==> src/rtl/mem_arb_pkg.sv <==
// mem_arb_pkg: shared types and constants for the memory port arbiter
package mem_arb_pkg;
    typedef enum logic {IDLE, XFER} state_t;
    localparam logic [2:0] LEN_B = 3'd1;
    localparam logic [2:0] LEN_H = 3'd2;
    localparam logic [2:0] LEN_W = 3'd4;
    localparam logic [1:0] IO_SEL = 2'b11;
    function automatic logic [2:0] eff_len(input logic [31:0] l);
        return l == 32'(LEN_B) ? LEN_B : l == 32'(LEN_H) ? LEN_H : LEN_W;
    endfunction
endpackage

==> src/rtl/arb_pick.sv <==
// arb_pick: request picker, fixed priority or round-robin when MEM_ARB_RR_EN is defined
module arb_pick #(
    parameter int NCH = 2,
    parameter int IW = 1
) (
`ifdef MEM_ARB_RR_EN
    input  logic clk,
    input  logic rst,
    input  logic adv,
`endif
    input  logic [NCH-1:0] reqv,
    output logic [NCH-1:0] gnt,
    output logic [IW-1:0]  idx
);
`ifdef MEM_ARB_RR_EN
    logic [IW-1:0] ptr;
    // move the search start just past the channel that was granted
    always_ff @(posedge clk)
        if (rst) ptr <= '0;
        else if (adv) ptr <= int'(idx) == NCH - 1 ? '0 : idx + 1'b1;
    // first requester at or after ptr, wrapping around
    always_comb begin
        idx = '0;
        for (int k = NCH - 1; k >= 0; k--)
            if (reqv[(int'(ptr) + k) % NCH]) idx = IW'((int'(ptr) + k) % NCH);
    end
`else
    // lowest requesting index wins
    always_comb begin
        idx = '0;
        for (int k = NCH - 1; k >= 0; k--)
            if (reqv[k]) idx = IW'(k);
    end
`endif
    assign gnt = |reqv ? NCH'(1) << idx : '0;
endmodule

==> src/rtl/mem_port_arbiter.sv <==
// mem_port_arbiter: NCH-channel request arbiter serialising byte transfers onto the RAM/IO bus (MEM_ARB_RR_EN selects round-robin)
module mem_port_arbiter
    import mem_arb_pkg::*;
#(
    parameter int NCH = 2,
    parameter int ADDR_W = 32,
    parameter int LEN_W = 3
) (
    input  logic                  clk,
    input  logic                  rst,
    input  logic                  rdy,
    input  logic [NCH-1:0]        req,
    input  logic [NCH-1:0]        wr,
    input  logic [NCH*ADDR_W-1:0] addr,
    input  logic [NCH*LEN_W-1:0]  len,
    input  logic [NCH*32-1:0]     wdata,
    input  logic [NCH-1:0]        flush,
    output logic [NCH-1:0]        busy,
    output logic [NCH-1:0]        done,
    output logic [31:0]           rdata,
    input  logic [7:0]            ram_in,
    output logic [7:0]            ram_out,
    output logic [ADDR_W-1:0]     ram_addr,
    output logic                  ram_wr,
    input  logic                  io_buffer_full
);
    localparam int IW = NCH > 1 ? $clog2(NCH) : 1;
    state_t state, state_n;
    logic [2:0] cnt, cnt_n, len_q, idx;
    logic [IW-1:0] ch_q, gidx;
    logic wr_q, xfer, take, stall, fin, cap;
    logic [ADDR_W-1:0] addr_q, ba, last_addr;
    logic [31:0] wdata_q, rbuf, rbuf_n;
    logic [1:0] bi;
    logic [NCH-1:0] elig, gnt;

    assign elig = req & ~flush;
    assign xfer = state == XFER;
    assign take = state == IDLE && rdy && |gnt;
    assign idx = cnt == len_q ? cnt - 3'd1 : cnt;
    assign ba = addr_q + ADDR_W'(idx);
    assign stall = wr_q && ba[17:16] == IO_SEL && io_buffer_full;
    assign cap = xfer && !wr_q && !flush[ch_q] && cnt != 3'd0;
    assign bi = 2'(cnt - 3'd1);
    assign busy = xfer ? NCH'(1) << ch_q : '0;
    assign ram_addr = !rdy ? last_addr : xfer ? ba : '0;
    assign ram_wr = rdy && xfer && wr_q && !stall;
    assign ram_out = xfer && wr_q ? wdata_q[8*cnt[1:0] +: 8] : '0;

    arb_pick #(.NCH(NCH), .IW(IW)) u_pick (
`ifdef MEM_ARB_RR_EN
        .clk(clk),
        .rst(rst),
        .adv(take),
`endif
        .reqv(elig),
        .gnt(gnt),
        .idx(gidx)
    );

    // next state: reads run one extra cycle to catch the last returned byte
    always_comb begin
        state_n = state;
        cnt_n = cnt;
        fin = 1'b0;
        if (state == IDLE) begin
            state_n = take ? XFER : IDLE;
            cnt_n = take ? 3'd0 : cnt;
        end else if (wr_q) begin
            cnt_n = stall ? cnt : cnt + 3'd1;
            fin = !stall && cnt == len_q - 3'd1;
        end else if (flush[ch_q]) begin
            state_n = IDLE;
        end else begin
            cnt_n = cnt + 3'd1;
            fin = cnt == len_q;
        end
        if (fin) state_n = IDLE;
    end

    // merge the byte returned this cycle into the read buffer
    always_comb begin
        rbuf_n = rbuf;
        rbuf_n[8*bi +: 8] = ram_in;
    end

    // state register, frozen while rdy is low
    always_ff @(posedge clk)
        if (rst) begin
            state <= IDLE;
            cnt <= '0;
        end else if (rdy) begin
            state <= state_n;
            cnt <= cnt_n;
        end

    // request latch, read assembly, completion pulse; last_addr keeps the bus address steady across stalls
    always_ff @(posedge clk)
        if (rst) begin
            done <= '0;
            rdata <= '0;
            rbuf <= '0;
            last_addr <= '0;
            ch_q <= '0;
            wr_q <= 1'b0;
            addr_q <= '0;
            len_q <= '0;
            wdata_q <= '0;
        end else begin
            last_addr <= ram_addr;
            if (rdy) begin
                done <= fin ? busy : '0;
                if (take) begin
                    ch_q <= gidx;
                    wr_q <= wr[gidx];
                    addr_q <= addr[gidx*ADDR_W +: ADDR_W];
                    len_q <= eff_len(32'(len[gidx*LEN_W +: LEN_W]));
                    wdata_q <= wdata[gidx*32 +: 32];
                    rbuf <= '0;
                end
                if (cap) rbuf <= rbuf_n;
                if (cap && fin) rdata <= rbuf_n;
            end
        end
endmodule

==> config.mk <==
export PLATFORM = sky130hd
export DESIGN_NAME = mem_port_arbiter
export DESIGN_NICKNAME = d
export VERILOG_FILES = /design/src/rtl/mem_arb_pkg.sv /design/src/rtl/arb_pick.sv /design/src/rtl/mem_port_arbiter.sv
export SDC_FILE = /design/constraint.sdc
export NUM_CORES = 1
export LEC_CHECK = 0
export ABC_AREA = 1
export BUFFER_PORTS_ARGS = -buffer_cell sky130_fd_sc_hd__buf_2
export CAP_MARGIN = 40
export CORE_ASPECT_RATIO = 0.9
export CORE_MARGIN = 3
export CORE_UTILIZATION = 35
export CTS_CLUSTER_DIAMETER = 80
export DETAILED_ROUTE_END_ITERATION = 7
export MAX_ROUTING_LAYER = met4
export PLACE_DENSITY_LB_ADDON = 0.05
export SYNTH_ARGS = -nofsm -noshare
export SYNTH_HDL_FRONTEND = slang
export SYNTH_SLANG_ARGS = --single-unit
==> constraint.sdc <==
create_clock -name clk -period 3 [get_ports clk]
set_input_delay 0.3 -clock clk [delete_from_list [all_inputs] [get_ports clk]]
set_output_delay 0.3 -clock clk [all_outputs]
set_load 0.005 [all_outputs]
Yosys cells after proc, flatten, opt, wreduce, memory -nomap -nowiden
Index checks and enable logic that the tools add are counted.
{"block": "op_classes", "n_addsub": 5, "multipliers": 1, "n_lt_le_gt_ge": 2, "eq_ne": 7, "n_shift": 8, "n_mux": 31, "bitwise_logic": 3, "n_reduce_logical": 25}
{"operator": "two-way mux 32 bit", "n": 4}
{"operator": "indexed part select 64 x 7 -> 32 bit", "n": 2}
{"operator": "negator 5 -> 34 bit", "n": 1}
{"operator": "variable shift 8 x 34 -> 32 bit, first input constant", "n": 1}
{"operator": "indexed part select 8 x 34 -> 32 bit", "n": 1}
{"operator": "adder 32 x 3 -> 32 bit", "n": 1}
{"operator": "bitwise mux 32 bit", "n": 1}
{"operator": "indexed part select 32 x 6 -> 8 bit", "n": 1}
{"operator": "two-way mux 3 bit", "n": 8}
{"operator": "two-way mux 1 bit", "n": 14}
{"operator": "logical AND 1 bit", "n": 13}
{"operator": "two-way mux 8 bit", "n": 1}
{"operator": "equality test 3 bit", "n": 2}
{"operator": "two-way mux 2 bit", "n": 3}
{"operator": "inequality test 3 bit, second input constant", "n": 2}
{"operator": "AND reduction 2 bit", "n": 3}
{"operator": "indexed part select 6 x 4 -> 3 bit", "n": 1}
{"operator": "subtractor 3 x 1 -> 3 bit, second input constant", "n": 2}
{"operator": "less-than comparator 1 x 2 -> 1 bit, second input constant", "n": 2}
{"operator": "AND reduction 4 bit", "n": 1}
{"operator": "nonzero test 2 bit", "n": 2}
{"operator": "OR reduction 2 bit", "n": 2}
{"operator": "<< shifter 1 x 1 -> 2 bit, first input constant", "n": 2}
{"operator": "adder 3 x 1 -> 3 bit, second input constant", "n": 1}
{"operator": "9 further kinds", "n": 11}
{"block": "totals", "reg_bits": 171, "inputBits": 152, "out_inout_bits": 77, "wordCells": 93}

Longest topological paths before layout
Gate-level depths: netlist of the first run.
{"block": "depth", "depth_word": 12, "depth_mapped": 21, "mapped_depth_nobuf": 18}

Modules after synthesis
Synthesis of the first run repeated with hierarchy kept, for this count alone.
{"block": "unflattened", "hier_cells": 1287, "hier_area_um2": 8826.0}
{"module": "mem_port_arbiter", "instances": 1, "cells_each": 1283, "area_each_um2": 8807.2, "seq_area_each_um2": 3423.3}
{"module": "arb_pick", "instances": 1, "cells_each": 4, "area_each_um2": 18.8, "seq_area_each_um2": 0.0}

Worst setup path before layout of the first run
OpenSTA, ideal clock, no wires.
{"block": "synth_path", "kind": "register to output", "start": "reg cnt[0]", "end": "out ram_addr[26]", "arrival_time_ns": 2.861, "required_ns": 2.700, "path_slack_ns": -0.161, "stages_incl_launch_ff": 19, "n_path_buf": 1, "cell_sequence": "dfxtp_1 > inv_1 > clkbuf_1 > ha_1 > inv_1 > o21a_1 > inv_1 > fa_1 > inv_1 > nand2_1 > nand2_1 > nand2_1 > nor2_2 > nand2_1 > nor2_1 > nand2_1 > o21ai_0 > nand3_1 > nand2_1"}
{"block": "synth_via", "elab_chain_cells": 5, "word_cells_on_any_way": 6, "cone_classes": "add/sub: 2; eq/ne: 1; mux: 3"}
{"item": "start: declaration", "line_no": "mem_port_arbiter.sv:29", "source": "logic [2:0] cnt, cnt_n, len_q, idx;"}
{"item": "start signal: assignment", "line_no": "mem_port_arbiter.sv:94", "source": "cnt <= cnt_n;"}
{"item": "subtractor 3 x 1 -> 3 bit / equality test 3 bit (equally long branches)"}
{"item": "two-way mux 3 bit *", "line_no": "mem_port_arbiter.sv:40", "source": "assign idx = cnt == len_q ? cnt - 3'd1 : cnt;"}
{"item": "adder 32 x 3 -> 32 bit *", "line_no": "mem_port_arbiter.sv:41", "source": "assign ba = addr_q + ADDR_W'(idx);"}
{"item": "two-way mux 32 bit * (2 in a row)", "line_no": "mem_port_arbiter.sv:46", "source": "assign ram_addr = !rdy ? last_addr : xfer ? ba : '0;"}
{"item": "end: declaration", "line_no": "mem_port_arbiter.sv:23", "source": "output logic [ADDR_W-1:0] ram_addr,"}
Every way passes the cells marked *; elsewhere a longest branch is shown, timed or not.

Worst setup path in the final report of the first run
{"block": "layout_path", "start": "reg cnt[1]", "end": "out ram_addr[30]"}
Same word-level chain as after synthesis.

==> metrics.md, run 1 <==
| Metric | Value |
|---|---|
| Status | `finished with violations` |
| Failing checks | `setup timing` |
| Sw power | `1.59 mW` |
| Lkg Pwr | `5.56 nW` |
| Power Total | `5.46 mW` |
| IO Port Bufs | `228` |
| Vias in the first global route | `9097` |
| # Max-Cap Violations | `0` |
| CTS Buffer Depth | `2` |
| P&R area growth vs syn | `40.2%` |
| First-pass GRT wire length | `47800 um` |
| Crit Path Category | `reg2out` |
| Drt pass-1 iters | `5` |
| Via-to-Cell Ratio | `4.96` |
| YS warnings | `0` |
| Post-CTS Hold Fix Bufs | `0` |
| Avg Inst Size Synth | `between 6 and 7 um^2` |
| Initial cell density of the core | `35.9%` |
| Register area share after synthesis | `39.0%` |
| Chip Width | `173 um` |
| Worst-case reg-to-reg path depth | `20` |
| Grt ovf | `0` |
| CP startpoint | `cnt[1]` |
| Pint | `3.87 mW` |
| DRC | `0` |
| Slew headroom | `48.2%` |
| Met2 Usage GRT | `34.6%` |
| Routability cong. | `roughly 0.86` |
| Num CTS Buffers | `17` |
| Initial antenna violation count | `0` |
| GR Util met1 | `30.6%` |
| Worst Hold Path Cells | `3` |
| Sequential Power Share | `43.9%` |
| Min-delay src | `wdata[20]` |
| Routed wire length | `around 31000 um` |
| Gr usage total | `between 20 and 25%` |
| Top cells by area, synth | `dfxtp_1 (39%), nand2_1 (12%), a21oi_1 (8.5%)` |
| ANT cells | `0` |
| I/O pins | `229` |
| Worst Tran Pin Value | `around 770 ps` |
| Clk Latency, worst-skew pair | `around 440 ps` |
| Die area | `27000 um^2` |
| Post-synth cell types | `40` |
| Power Dens Cells | `approximately 440 nW/um^2` |
| Nets | `1684` |
| Crit share post-route | `117%` |
| Wire per inst | `roughly 16 um` |
| Max frequency | `285 MHz` |
| HP Class | `in2reg` |
| Fillers | `2487` |
| Clock power frac | `39.9%` |
| CTS Root Cell | `clkbuf_16` |
| Post-synthesis cell count | `1259` |
| Peak supply drop | `around 0.00032 V` |
| Chip height | `156 um` |
| Sw Ratio | `29.1%` |
| Synth area leader | `dfxtp_1` |
| Min Tclk post-route | `3510 ps` |
| Vias | `9273` |
| Mapped Nets | `roughly 1400` |
| FF-to-FF Start | `cnt[1]` |
| RSZ-0062 raised after global routing | `yes` |
| Final Slew Violations | `0` |
| Htree depth | `4` |
| CP Launch Type | `flop` |
| TritonCTS clock tree | `built` |
| Synth top area share | `roughly two fifths` |
| Critical Path RT | `between 2000 and 3000 ps` |
| Share of cells above drive strength 1 | `34.1%` |
| Final Hold Vio Count | `0` |
| Reg2reg setup slack | `-430 ps` |
| Hold slack | `106 ps` |
| # clock sinks | `171` |
| Final setup vio count | `62` |
| Met3 Track Usage GR | `4.29%` |
| Final worst slack | `-511 ps` |
| Grt peak-use layer | `met2` |
| WP data arrival | `around 3200 ps` |
| Clock Skew | `19.2 ps` |
| Largest net degree at the start of global routing | `72` |
| Gate power share | `16.2%` |
| DR iter-0 viols | `520` |
| CP Capture Type | `primary output` |
| CORE AREA | `24500 um^2` |
| Final HPWL DP | `20300 um` |
| Cell Rows | `between 50 and 60` |
| Clock-pin slew on the worst setup and hold paths | `roughly 80 ps` |
| Area of the mapped netlist | `8780 um^2` |
| Yosys reg bits | `171` |
| Worst-path maximum fanout | `3` |
| DRT antenna net count | `0` |
[flip-flops by register name (all words and copies together) (netlist names)]
name       cells
last_addr     32
state          1
rbuf          32
cnt            3
done           2
rdata         32
wdata_q       32
wr_q           1
addr_q        32
ch_q           1
len_q          3
[synthesized netlist by cell type (all sizes together)]
library cell / n
nand3b: 1
mux2i: 40
buf: 26
or2: 2
clkbuf: 54
dfxtp: 171
nor4: 1
nor2: 109
nor3: 6
inv: 127
clkinv: 5
and3: 1
a21oi: 150
o31ai: 1
o21bai: 1
o21ai: 80
fa: 1
xor2: 2
xnor2: 4
o22ai: 42
a41oi: 1
o221ai: 1
ha: 11
nand4: 9
a22oi: 8
o211ai: 6
o21a: 9
nand2: 274
a31oi: 37
nand3: 79
[through the flow]
step           TNS (ps)  utilization [%]  instance area [um^2]  worst slack (ps)  cells
2_1_floorplan         0                -                  8800              11.7   1259
3_3_place_gp      -1050             42.8                 10500              -120   1800
3_5_place_dp      -5260             42.8                 10500              -234   1800
4_1_cts          -15540             48.0                 11700              -501   1856
5_1_grt          -34170             50.4                 12300              -683   1868
6_report         -20600             50.4                 12300              -511   1868
[timing repair]
| action | in CTS | in global routing |
|---|---|---|
| endpoints found under the setup margin | 65 | 69 |
| gates cloned | 7 | 4 |
| resized for setup | 96 | 130 |
| pin swaps | 25 | 49 |
| buffers inserted | 18 | 19 |
[final timing paths]
check,to
max,ram_addr[30]
min reg2reg,rbuf[11]
min,wdata_q[20]
max reg2reg,rdata[27]
[placed cells by master, fill, tap and decap left out, types with 8 or more instances in the layout]
master / netlist / routed
nand2_1: 272 / 241
buf_2: 13 / 224
dfxtp_1: 171 / 166
inv_1: 125 / 118
a21oi_1: 150 / 112
nor2_1: 106 / 95
buf_4: 4 / 62
o21ai_0: 76 / 56
o22ai_1: 42 / 41
mux2i_1: 40 / 40
a21oi_2: 0 / 37
a31oi_1: 37 / 37
nand3_2: 11 / 34
nand3_1: 68 / 33
nand2_2: 2 / 22
buf_6: 5 / 21
clkbuf_16: 0 / 20
o21ai_1: 4 / 16
nand3_4: 0 / 12
nand2_4: 0 / 11
inv_2: 2 / 9
o21a_1: 9 / 9
nand4_1: 9 / 9
o21ai_2: 0 / 8
a22oi_1: 8 / 8
buf_12: 0 / 8
[final cells by class]
type | instances | area (um^2) | share of cell area, %
Timing Repair Buffer | 321 | 2130 | 17.3
Clock inverter | 13 | 136 | 1.11
Tap cell | 336 | 420 | 3.41
Clock buffer | 18 | 429 | 3.48
Multi-Input combinational cell | 877 | 5270 | 42.8
Sequential cell | 171 | 3430 | 27.9
Inverter | 132 | 498 | 4.04
[worst max-delay path, stage by stage, from the launching register on]
cell	delay, ps
dfxtp_4	360
xnor2_2	180
nand3_2	150
xor2_2	160
ha_2	200
inv_2	40
fa_2	360
inv_2	80
nand2_4	50
nand2_4	70
buf_6	100
nand2_4	50
nor2_4	150
buf_6	130
nand2_4	50
inv_2	50
nand4_1	120
a21oi_1	170
o21ai_1	90
nand2_1	100
buf_2	130
[power groups by stage]
| stage | sequential [mW] | clock [mW] | combinational (mW) |
|---|---|---|---|
| floorplan | 2.42 | 0 | 0.442 |
| global placement | 2.44 | 0 | 0.749 |
| detailed placement | 2.44 | 0 | 0.746 |
| CTS | 2.39 | 2.23 | 0.835 |
| global route | 2.40 | 2.31 | 0.979 |
| finish | 2.40 | 2.18 | 0.885 |
[logic make-up (layout without fill, tap and decap cells)]
kind of cell    count (synthesis)  in the layout  share of synthesized area, %
simple gates                  482            483                          23.1
flops                         171            171                          39.0
fa+ha+maj                      12             12                          1.80
mux                            40             40                          4.56
compound gates                336            336                          21.1
xor+xnor                        6              6                         0.598
buf+inv                       212            484                          9.84
[per-layer routing]
layer / vias up / wire [um]
li1: 4743 / -
met1: 4256 / 14600
met2: 249 / 14000
met3: 25 / 1620
met4: 0 / 376
met5: - / 0
No activity file was read; power rests on OpenSTA's default activity.
==> run 2, diff against run 1 <==
- GPL_TIMING_DRIVEN: not set -> 0
==> run 2 against run 1 <==
Critical path type unchanged; maximum frequency shrank 2.6%; worst setup slack lost 92 ps; the flow still finishes with violations (setup timing); via count grew 3.7%; worst hold slack gained 7.3 ps; count of clock-buffer cells in the layout grew 1; combinational power grew 8.2%; clock power grew 9%.
==> metrics.md, run 2 (synthesis results as in run 1) <==
| Metric | Value |
|---|---|
| Status | `finished with violations` |
| Failing checks | `setup timing` |
| Htree depth | `4 (unchanged)` |
| Worst-path maximum fanout | `5 (+2)` |
| Crit Path Category | `reg2out` |
| Reg2reg setup slack | `-570 ps (-140 ps)` |
| Most frequent cells in the layout | `nand2_1 (235), buf_2 (232), dfxtp_1 (168)` |
| ANT cells | `0 (unchanged)` |
| Vias in the first global route | `9074 (-0.25%)` |
| WP data arrival | `3300 ps (+90 ps)` |
| Cell Rows | `54 (unchanged)` |
| CTS Root Cell | `clkbuf_16` |
| Critical path's largest stage delay | `400 ps (+40 ps)` |
| Final Slew Violations | `0 (unchanged)` |
| Drt pass-1 iters | `5 (unchanged)` |
| Share of cells above drive strength 1 | `33.1% (-1.1 points)` |
| First-pass GRT wire length | `48600 um (+1.6%)` |
| Clock Skew | `16.4 ps (-2.74 ps)` |
| Final setup vio count | `71 (+15%)` |
| Most common cell after layout, fill and taps aside | `nand2_1` |
| Num CTS Buffers | `17 (unchanged)` |
| Crit share post-route | `120% (+3.1 points)` |
| Clock-pin slew on the worst setup and hold paths | `70 ps (about the same)` |
| Cell Count Post-Placement | `1821 (+1.2%)` |
| Final non-filler cell total | `1924 (+3.0%)` |
| Gr usage total | `23.0% (+0.60 points)` |
| Fillers | `2472 (-0.60%)` |
| CP Launch Type | `flop` |
| Critical-path top delay cell | `dfxtp_4` |
| CP Buf/Inv Count | `6 (unchanged)` |
| Final core utilization | `51.7% (+1.4 points)` |
| Hold slack | `113 ps (+7.26 ps)` |
| DR iter-0 viols | `707 (+36%)` |
| # clock sinks | `171 (unchanged)` |
| Slew headroom | `46.7% (-1.5 points)` |
| Final HPWL DP | `22900 um (+13%)` |
| Critical Path RT | `2700 ps (about the same)` |
| WHS Endpoint | `wdata_q[21]` |
| Via-to-Cell Ratio | `5.00 (+0.72%)` |
| Wire per inst | `16.6 um (+1.2%)` |
| Grt ovf | `0 (unchanged)` |
| Nets | `1742 (+3.4%)` |
| Chip height | `156 um (unchanged)` |
| Chip Width | `173 um (unchanged)` |
| HP Class | `in2reg` |
| Largest net degree at the start of global routing | `17 (-76%)` |
| Power Dens Cells | `452 nW/um^2 (+2.1%)` |
| Worst Tran Pin Value | `800 ps (+27.6 ps)` |
| CP Capture Type | `primary output` |
| Max frequency | `277 MHz (-2.6%)` |
| # Max-Cap Violations | `0 (unchanged)` |
| Min-delay src | `wdata[21]` |
| IO Port Bufs | `226 (-0.88%)` |
| DRC | `0 (unchanged)` |
| Worst slack, placed | `-834 ps (-599 ps)` |
| Placement Cell Area | `10400 um^2 (-1.2%)` |
| Power Total | `5.72 mW (+4.8%)` |
| Multi-input gate area | `5290 um^2 (+0.33%)` |
| Initial cell density of the core | `35.9% (unchanged)` |
| DRT antenna net count | `0 (unchanged)` |
| Routed wire length | `31900 um (+4.3%)` |
| CP delay by family, top | `simple AND/OR/NAND/NOR gates` |
| FF-to-FF Start | `cnt[0]` |
| Lkg Pwr | `5.70 nW (+2.5%)` |
| CTS Buffer Depth | `2 (unchanged)` |
| Worst Hold Path Cells | `3 (unchanged)` |
| Worst-case reg-to-reg path depth | `24 (+20%)` |
| Peak supply drop | `0.000342 V (+7.4%)` |
| RSZ-0062 raised after global routing | `yes` |
| Cells along the critical path | `clkinvlp_4 -> clkbuf_16 -> ha_4 -> inv_4 -> o21a_4 -> inv_2 -> fa_2 -> inv_2 -> nand2_4 -> nand2_4 -> nand4_1 -> nor2_2 -> nand2_2 -> nor2_4 -> nand2_2 -> a21oi_1 -> o21ai_1 -> nand2_1 -> buf_2` |
| CORE AREA | `24500 um^2 (unchanged)` |
| Vias | `9620 (+3.7%)` |
| Min Tclk post-route | `3600 ps (+92.2 ps)` |
| Routability cong. | `0.870 (+0.94%)` |
| Die area | `27000 um^2 (unchanged)` |
| FF+latch area | `3430 um^2 (unchanged)` |
| P&R area growth vs syn | `44.0%` |
| I/O pins | `229 (unchanged)` |
| Critical R2R Capture | `last_addr[28]` |
| Clk Latency, worst-skew pair | `440 ps (about the same)` |
| Final worst slack | `-604 ps (-92.2 ps)` |
| Final Hold Vio Count | `0 (unchanged)` |
| Initial antenna violation count | `0 (unchanged)` |
| TritonCTS clock tree | `built` |
| Setup Total Neg Slack | `-28760 ps (-8160 ps)` |
| Post-Layout Inst Area | `12600 um^2 (+2.7%)` |
## run 2: layout make-up
class | instances | area share (%)
multi-input cells | 876 | 41.8
flip-flops and latches | 171 | 27.2
repair buffers | 301 | 15.5
inverters | 132 | 4.02
clock buffers | 19 | 3.50
plain buffers | 79 | 3.42
well taps | 336 | 3.32
clock inverters | 10 | 1.30
## run 2: what timing repair did
action                                  4_1_cts  5_1_grt
pin swaps                                    40       70
endpoints found under the setup margin       91       79
gates cloned                                  1        5
hold buffers                                  0        0
gates resized for setup                     117      152
hold endpoints to repair                      0        0
setup buffers                                59       23
## run 2: worst max path at each step
stage	cells after the start	start	end
floorplan	18	cnt[1]	ram_addr[26]
finish	19	cnt[0]	ram_addr[28]
global route	18	cnt[0]	ram_addr[28]
detailed placement	17	cnt[0]	ram_addr[31]
global placement	18	cnt[0]	ram_addr[31]
CTS	19	cnt[1]	ram_addr[28]
## run 2: power by group
part / internal (mW) / switching (mW)
clock: 1.41 / 0.962
sequential: 2.34 / 0.0527
combinational: 0.399 / 0.560
total: 4.15 / 1.57
## run 2: worst reg2reg max path, delay by kind of cell, from the launching register on
kind | cells | cell delay [ps]
buf+inv | 11 | 1250
fa+ha+maj | 2 | 610
simple gates | 7 | 800
compound gates | 4 | 470
flops | 1 | 400
## run 2: layer usage
layer / share of wire [%] / track usage [%] / wire [um] / vias to the layer above
li1: - / - / - / 4862
met2: 44 / 35.0 / 14200 / 352
met1: 48 / 31.9 / 15200 / 4375
met5: 0 / - / 0 / -
met3: 6.8 / 4.39 / 2170 / 31
met4: 1.3 / 5.40 / 407 / 0
==> run 3, diff against run 2 <==
- CTS_BUF_LIST: not set -> sky130_fd_sc_hd__clkbuf_8
==> run 3 against run 2 <==
The run still ends with setup timing left; non-clock buffer count down 2; clock skew up 8.4 ps; combinational power down 5.4%; utilization down 1.3 points; count of clock-buffer cells in the layout down 1; critical path depth down 1; global-route usage about the same; clock power down 24%; sequential share of layout area up 0.74 points; worst hold slack worse by 42 ps; sequential power about the same; largest power group unchanged; register-to-register slack better by 70 ps; critical endpoint is now ram_wr.
==> metrics.md, run 3 (synthesis results as in run 1) <==
| Metric | Value |
|---|---|
| Status | `finished with violations` |
| Failing checks | `setup timing` |
| I/O pins | `229 (unchanged)` |
| Most frequent cells in the layout | `nand2_1 (237), buf_2 (233), dfxtp_1 (165)` |
| Largest net degree at the start of global routing | `17 (unchanged)` |
| Clock Skew | `24.9 ps (+8.45 ps)` |
| Worst-path maximum fanout | `6 (+1)` |
| Hold slack | `71.7 ps (-41.7 ps)` |
| Lkg Pwr | `5.57 nW (-2.3%)` |
| Critical Path RT | `2700 ps (about the same)` |
| Via-to-Cell Ratio | `4.98 (-0.32%)` |
| CP Launch Type | `flop` |
| First-pass GRT wire length | `48500 um (about the same)` |
| Crit share post-route | `121% (+1.4 points)` |
| # clock sinks | `171 (unchanged)` |
| Share of cells above drive strength 1 | `32.8% (-0.27 points)` |
| Drt pass-1 iters | `5 (unchanged)` |
| WP data arrival | `3340 ps (+40 ps)` |
| DR iter-0 viols | `676 (-4.4%)` |
| Num CTS Buffers | `17 (unchanged)` |
| FF+latch area | `3440 um^2 (+0.11%)` |
| Final Hold Vio Count | `0 (unchanged)` |
| Chip height | `156 um (unchanged)` |
| # Max-Cap Violations | `0 (unchanged)` |
| Final HPWL DP | `22900 um (unchanged)` |
| Fillers | `2493 (+0.85%)` |
| Grt ovf | `0 (unchanged)` |
| Peak supply drop | `0.000237 V (-31%)` |
| HP Class | `in2reg` |
| Chip Width | `173 um (unchanged)` |
| CTS Buffer Depth | `2 (unchanged)` |
| Die area | `27000 um^2 (unchanged)` |
| Vias | `9579 (-0.43%)` |
| Clock-pin slew on the worst setup and hold paths | `100 ps (+30 ps)` |
| Final core utilization | `50.4% (-1.3 points)` |
| Htree depth | `4 (unchanged)` |
| Final Slew Violations | `0 (unchanged)` |
| Routability cong. | `0.870 (unchanged)` |
| Wire per inst | `16.5 um (-0.79%)` |
| Final worst slack | `-644 ps (-40.6 ps)` |
| Clk Latency, worst-skew pair | `470 ps (+30 ps)` |
| Min Tclk post-route | `3640 ps (+40.6 ps)` |
| Vias in the first global route | `9092 (+0.20%)` |
| Routed wire length | `31600 um (-0.90%)` |
| Final setup vio count | `71 (unchanged)` |
| Initial cell density of the core | `35.9% (unchanged)` |
| RSZ-0062 raised after global routing | `yes` |
| Slew headroom | `47.6% (+0.98 points)` |
| Power Dens Cells | `414 nW/um^2 (-8.5%)` |
| Crit Path Category | `reg2out` |
| DRC | `0 (unchanged)` |
| CTS Root Cell | `clkbuf_8` |
| Max frequency | `274 MHz (-1.1%)` |
| Gr usage total | `23.1% (+0.025 points)` |
| Worst Hold Path Cells | `3 (unchanged)` |
| Power Total | `5.10 mW (-11%)` |
| CP Capture Type | `primary output` |
| TritonCTS clock tree | `built` |
| Most common cell after layout, fill and taps aside | `nand2_1` |
| DRT antenna net count | `0 (unchanged)` |
| P&R area growth vs syn | `40.4%` |
| Nets | `1740 (-0.11%)` |
| ANT cells | `0 (unchanged)` |
| Initial antenna violation count | `0 (unchanged)` |
| CORE AREA | `24500 um^2 (unchanged)` |
| Multi-input gate area | `5230 um^2 (-1.2%)` |
| IO Port Bufs | `226 (unchanged)` |
| Worst Tran Pin Value | `785 ps (-14.7 ps)` |
| Cell Rows | `54 (unchanged)` |
| Worst-case reg-to-reg path depth | `23 (-4.2%)` |
[run 3: cell types whose count changed in the layout (fill, tap and decap cells not counted), sizes merged]
cell	previous run	this run
buf	321	320
inv	129	130
clkbuf	78	76
[run 3: critical path: stages (launching register included)]
cell        delay [ps]
dfxtp_4            410
clkinvlp_4         180
ha_4               270
inv_4               60
o21a_1             160
inv_2               50
fa_2               380
inv_2               90
nand2_4             60
nand2_4             60
nand4_1            170
buf_4              210
buf_6              110
o21ai_2            110
nand2_2            130
nor2_4             120
nand2_2             60
and3_4             160
buf_6              110
[run 3: area by class of cell]
type | count | area share (%)
Timing Repair Buffer | 300 | 15.5
Inverter | 132 | 4.12
Clock buffer | 18 | 2.01
Buffer | 78 | 3.31
Clock inverter | 11 | 1.36
Tap cell | 336 | 3.41
Sequential cell | 171 | 27.9
Multi-Input combinational cell | 876 | 42.4
[run 3: where the power goes]
part | total, mW | switching [mW] | leakage (nW) | internal (mW)
Sequential | 2.39 | 0.0523 | 1.39 | 2.34
Combinational | 0.906 | 0.538 | 3.97 | 0.368
Clock | 1.81 | 0.887 | 0.213 | 0.918
[run 3: path summary, 6_finish.rpt]
path / slack, ps / endpoint / startpoint
setup / recovery: -640 / ram_wr / cnt[0]
hold / removal: 70 / wdata_q[21] / wdata[21]
setup reg to reg: -500 / last_addr[28] / cnt[0]
hold reg to reg: 460 / rbuf[4] / rbuf[4]
[run 3: metal layers]
layer / routed length (um) / up-vias / track usage (%) / part of all wire [%]
met5: 0 / - / - / 0
met4: 352 / 0 / 4.55 / 1.1
met3: 1790 / 29 / 4.97 / 5.6
met2: 13900 / 287 / 35.2 / 44
met1: 15600 / 4408 / 31.8 / 49
li1: - / 4855 / - / -
[run 3: timing repair]
item | 4_1_cts | 5_1_grt
setup endpoints to repair | 91 | 82
cloned | 1 | 5
hold buffers | 0 | 0
resized for setup | 122 | 128
pin swaps | 43 | 61
buffers inserted | 61 | 19
[run 3: metrics by stage]
| step | cell area (um^2) | instances | TNS, ps | setup slack [ps] |
|---|---|---|---|---|
| global placement | 10400 | 1821 | -42740 | -812 |
| detailed placement | 10400 | 1821 | -44360 | -834 |
| finish | 12300 | 1922 | -28940 | -644 |
| global route | 12300 | 1922 | -38080 | -783 |
| CTS | 11700 | 1912 | -30320 | -733 |
| floorplan | 8800 | 1259 | 0 | 11.7 |
